$ cat config.mk
export PLATFORM = sky130hd
export DESIGN_NAME = inst_queue
export DESIGN_NICKNAME = d
export VERILOG_FILES = /design/src/rtl/cpu_pkg.sv /design/src/rtl/iq_mem.sv /design/src/rtl/inst_queue.sv
export SDC_FILE = /design/constraint.sdc
export NUM_CORES = 1
export LEC_CHECK = 0
export CORE_ASPECT_RATIO = 0.75
export CORE_MARGIN = 1.5
export CORE_UTILIZATION = 55
export DETAILED_ROUTE_END_ITERATION = 8
export DONT_BUFFER_PORTS = 1
export GPL_ROUTABILITY_DRIVEN = 1
export HOLD_SLACK_MARGIN = 0.06
export PLACE_DENSITY = 0.69
export SYNTH_ARGS = -nofsm -noshare
export SYNTH_HDL_FRONTEND = slang
export SYNTH_HIERARCHICAL = 1
export SYNTH_SLANG_ARGS = --single-unit
$ cat constraint.sdc
create_clock -name clk -period 11.4 [get_ports clk]
set_clock_uncertainty 0.05 [all_clocks]
set_input_delay 3.42 -clock clk [delete_from_list [all_inputs] [get_ports clk]]
set_output_delay 3.42 -clock clk [all_outputs]
set_load 0.05 [all_outputs]
$ cat src/rtl/cpu_pkg.sv
// Shared fetch-side types and sizing for the instruction queue.
package cpu_pkg;

  typedef struct packed {
    logic [31:0] pc;
    logic [31:0] inst;
  } fetch_entry_t;

  localparam int IQ_DEPTH = 8;
  localparam int IQ_DW    = $bits(fetch_entry_t);

  // A pop request of 3 behaves as 2.
  function automatic logic [1:0] clamp_pop(input logic [1:0] req);
    return (req == 2'd3) ? 2'd2 : req;
  endfunction

endpackage

$ cat src/rtl/iq_mem.sv
// Instruction queue storage: DEPTH x DW flops, two guarded write ports,
// two asynchronous read ports. Storage is deliberately not reset.
module iq_mem #(
  parameter int DEPTH = 8,
  parameter int DW    = 64,
  parameter int AW    = $clog2(DEPTH)
) (
  input  logic          clk,
  input  logic          we0,
  input  logic [AW-1:0] waddr0,
  input  logic [DW-1:0] wdata0,
  input  logic          we1,
  input  logic [AW-1:0] waddr1,
  input  logic [DW-1:0] wdata1,
  input  logic [AW-1:0] raddr0,
  input  logic [AW-1:0] raddr1,
  output logic [DW-1:0] rdata0,
  output logic [DW-1:0] rdata1
);

  logic [DW-1:0] mem_q [DEPTH];

  always_ff @(posedge clk) begin
    for (int i = 0; i < DEPTH; i++) begin
      if (we1 && (waddr1 == AW'(i))) begin
        mem_q[i] <= wdata1;
      end else if (we0 && (waddr0 == AW'(i))) begin
        mem_q[i] <= wdata0;
      end
    end
  end

  assign rdata0 = mem_q[raddr0];
  assign rdata1 = mem_q[raddr1];

endmodule

$ cat src/rtl/inst_queue.sv
// Fetch-to-decode instruction queue: 2-wide push, 2-wide peek/pop, flush.
// Outputs are functions of registered head/tail/count only.
module inst_queue
  import cpu_pkg::*;
#(
  parameter int DEPTH         = IQ_DEPTH,
  parameter int DW            = IQ_DW,
  parameter bit OVERPOP_CHECK = 1'b1
) (
  input  logic          clk,
  input  logic          rst,
  input  logic          flush,
  input  logic          in_valid0,
  input  logic          in_valid1,
  input  logic [DW-1:0] in_data0,
  input  logic [DW-1:0] in_data1,
  output logic          in_ready,
  output logic          out_valid0,
  output logic          out_valid1,
  output logic [DW-1:0] out_data0,
  output logic [DW-1:0] out_data1,
  input  logic [1:0]    out_pop
);

  localparam int PW = $clog2(DEPTH);
  localparam int CW = PW + 1;

  logic [PW-1:0] head_q, head_d;
  logic [PW-1:0] tail_q, tail_d;
  logic [CW-1:0] count_q, count_d;
  logic [1:0]    pop_req, n_pop, n_push;
  logic          we0, we1;

  assign in_ready   = (count_q <= CW'(DEPTH - 2));
  assign out_valid0 = (count_q != '0);
  assign out_valid1 = (count_q >= CW'(2));

  always_comb begin
    pop_req = clamp_pop(out_pop);
    // count_q is below 2 whenever the request exceeds it, so its low bits suffice
    n_pop   = (CW'(pop_req) > count_q) ? count_q[1:0] : pop_req;
    n_push  = 2'd0;
    if (in_ready && in_valid0) begin
      n_push = in_valid1 ? 2'd2 : 2'd1;
    end
    we0     = !flush && (n_push != 2'd0);
    we1     = !flush && (n_push == 2'd2);
    head_d  = head_q + PW'(n_pop);
    tail_d  = tail_q + PW'(n_push);
    count_d = count_q + CW'(n_push) - CW'(n_pop);
    if (flush) begin
      head_d  = '0;
      tail_d  = '0;
      count_d = '0;
    end
  end

  always_ff @(posedge clk or posedge rst) begin
    if (rst) begin
      head_q  <= '0;
      tail_q  <= '0;
      count_q <= '0;
    end else begin
      head_q  <= head_d;
      tail_q  <= tail_d;
      count_q <= count_d;
    end
  end

  iq_mem #(
    .DEPTH (DEPTH),
    .DW    (DW)
  ) u_mem (
    .clk    (clk),
    .we0    (we0),
    .waddr0 (tail_q),
    .wdata0 (in_data0),
    .we1    (we1),
    .waddr1 (tail_q + PW'(1)),
    .wdata1 (in_data1),
    .raddr0 (head_q),
    .raddr1 (head_q + PW'(1)),
    .rdata0 (out_data0),
    .rdata1 (out_data1)
  );

`ifndef SYNTHESIS
  always @(posedge clk) begin
    if (OVERPOP_CHECK && !rst && !flush) begin
      assert (CW'(pop_req) <= count_q)
        else $warning("inst_queue: over-pop req=%0d count=%0d", pop_req, count_q);
    end
  end
`endif

endmodule

==> out/qor.csv <==
metric;value;unit
antenna fix cells;0;
worst r2r src;count_q[3]$_DFF_PP0_;
hold buffer count at cts;0;
post-layout min period;7.82;ns
crit-path max FO;83;
Slew HR;27.3;%
Final nets;1755;
CP endpoint;out_data1[3];
CTS tree;done;
Pleak;10.3;nW
average size of a mapped cell;18.3;um^2
htree depth;2;
share of cells above drive strength 1;62.1;%
final WL;81.0;mm
Setup crit end kind;output pin;
postcts setup bufs;0;
Synth Warn #;6;
crit share post-route;68.6;%
Worst R2R Setup Slack;7.01;ns
Required @ worst endpoint;7.93;ns
area grow syn2layout;7.55;%
Fin Setup TNS;0;ns
Die Y;206;um
initial antenna violation count;0;
EDFF count, synth;512;
reg2reg end;u_mem/mem_q[3][8]$_DFFE_PP_;
largest net degree at the start of global routing;129;
CTS clk-pin slew, worst paths;0.06;ns
number of max-cap violations;0;
register bit total from synthesis;522;
root buffer cell;clkbuf_16;
I/O pin total;266;
Final Util;59.7;%
worst reg2reg path depth;9;
Startpoint Class;register;
hold slack;0.605;ns
Clock Latency Late Sink;0.61;ns
clk buf depth;3;
global route overflow;0;
detailed placement HPWL;42.2;mm
drt first pass iters;5;
Sink Count;522;
DIE AREA;0.0563;mm^2
post-synthesis async set-or-reset flop share;1.92;%
RSZ-0062 raised after global routing;no;
Initial Util;55.5;%
crit path DAT;4.35;ns
Synth cell types;41;
Filler cells;3930;
worst vdd ir;208;uV
vias per inst;6.93;
CTS buffer count;54;
Slew Limit Fails;0;
Cell Pwr Density;242;mW/mm^2
Mapped Nets;1799;
Starting DRT DRC Count;1436;
Row Count;74;
Final Setup Violations;0;
Final GP Congestion;0.779;
port bufs;0;
Post-Syn Instances;1647;
# resized after CTS;0;
worst-margin pin slew;1.09;ns
CORE AREA;0.0543;mm^2
first-pass GRT wire length;117;mm
Horiz. Die Dim;273;um
sequential area share after synthesis;51.8;%
WL/cell;34.2;um
Syn Std Cell Area;0.0302;mm^2
vias;16400;
crit path from;head_q[0]$_DFF_PP0_;
Setup CP Type;register to output pin;
Hold Vio Cnt, Final;0;
Post-DRT Antenna Nets;0;
Fmax;128;MHz
Remaining DRCs;0;
vias in the first global route;17300;
type of the tightest min-delay check;register to register;
status;complete, no violations;
GRT Util Overall;28.8;%
Synth Flop Type;edfxtp_1;
[per-stage QoR]
step	instance area, um^2	setup slack (ns)	power (W)	std cells
global placement	30700	4.09	0.00612	2269
detailed placement	30700	4.06	0.00614	2269
floorplan	30200	1.70	0.00553	1647
finish	32400	3.58	0.00786	2369
CTS	32400	3.40	0.00791	2369
global route	32400	3.22	0.00810	2369
[layout make-up]
cell class / instances / area, um^2 / area share, %
clock buffers: 63 / 1410 / 4.33
clock inverters: 37 / 328 / 1.01
multi-input cells: 990 / 13900 / 42.9
flip-flops and latches: 522 / 15600 / 48.2
repair buffers: 25 / 200 / 0.617
well taps: 722 / 903 / 2.78
inverters: 10 / 45.0 / 0.139
[routing by layer]
| layer | wire length [um] | track usage (%) | vias to the layer above |
|---|---|---|---|
| met2 | 39900 | 47.7 | 696 |
| met4 | 1740 | 8.03 | 0 |
| met1 | 32400 | 37.8 | 8779 |
| li1 | - | - | 6817 |
| met5 | 0 | 0 | - |
| met3 | 6950 | 7.57 | 128 |
[kinds of logic after synthesis]
group / count (synthesis) / share of synthesized area, %
buf+inv: 135 / 2.58
flops: 522 / 51.8
fa+ha+maj: 17 / 0.805
compound gates: 10 / 0.361
simple gates: 59 / 1.21
xor+xnor: 5 / 0.145
mux: 899 / 43.1
[registers in the layout, summed over array words and instances, names as in the netlist]
signal and count:
u_mem/mem_q 512, count_q 4, tail_q 3, head_q 3
[cells in the final DEF (no fill, tap or decap), types with 2 or more instances in the layout]
| cell | count |
|---|---|
| nand4b_1 | 3 |
| ha_1 | 12 |
| clkinv_1 | 15 |
| a21oi_1 | 2 |
| clkinv_2 | 12 |
| inv_1 | 9 |
| dfrtp_4 | 3 |
| nand3_1 | 4 |
| nor2b_1 | 9 |
| nand2_1 | 10 |
| nand3_4 | 5 |
| nand2_8 | 2 |
| nor2_1 | 8 |
| nor3_1 | 2 |
| nand2_4 | 5 |
| buf_4 | 24 |
| nand4bb_1 | 2 |
| mux2_2 | 635 |
| nand2b_1 | 2 |
| clkinvlp_4 | 3 |
| clkbuf_1 | 8 |
| nand4_1 | 2 |
| fa_1 | 4 |
| clkbuf_16 | 55 |
| edfxtp_1 | 512 |
| mux2i_1 | 2 |
| dfrtp_1 | 7 |
| bufinv_16 | 6 |
| mux2_1 | 5 |
| xnor2_1 | 3 |
| mux4_2 | 256 |
[power breakdown]
part	leakage [nW]	internal, W	switching [W]
registers	4.76	0.00224	0.000141
clock network	0.847	0.00101	0.000752
logic	4.72	0.00126	0.00246
total	10.3	0.00451	0.00335
[how the worst min path moves through the flow]
stage / startpoint / to / cells after the start
2_1_floorplan: head_q[2]$_DFF_PP0_ / head_q[2]$_DFF_PP0_ / 2
3_3_place_gp: tail_q[2]$_DFF_PP0_ / tail_q[2]$_DFF_PP0_ / 2
3_5_place_dp: tail_q[2]$_DFF_PP0_ / tail_q[2]$_DFF_PP0_ / 2
4_1_cts: tail_q[2]$_DFF_PP0_ / tail_q[2]$_DFF_PP0_ / 2
5_1_grt: tail_q[2]$_DFF_PP0_ / tail_q[2]$_DFF_PP0_ / 2
6_report: tail_q[2]$_DFF_PP0_ / tail_q[2]$_DFF_PP0_ / 2
[cells in the mapped netlist (3+ instances only)]
cell type / count / area [um^2]
nand4b_1: 3 / 26.3
clkbuf_1: 41 / 154
nand3_1: 4 / 20.0
xnor2_1: 3 / 26.3
buf_6: 25 / 282
nand3_2: 4 / 40.0
edfxtp_1: 512 / 15400
nor2_1: 8 / 30.0
ha_1: 13 / 163
inv_1: 10 / 37.5
buf_2: 48 / 240
nor2b_1: 9 / 56.3
mux2_1: 5 / 56.3
mux4_2: 256 / 5770
buf_4: 6 / 45.0
buf_1: 5 / 18.8
nand2_1: 17 / 63.8
dfrtp_1: 10 / 250
fa_1: 4 / 80.1
nand2b_1: 3 / 18.8
mux2_2: 635 / 7150
[critical path, stage by stage, from the launching register on]
cell and delay [ns]:
dfrtp_4 0.84, inv_8 0.88, buf_4 0.92, mux4_2 0.62, mux2_2 0.41
Note: power is estimated with default switching activity, not from simulation.
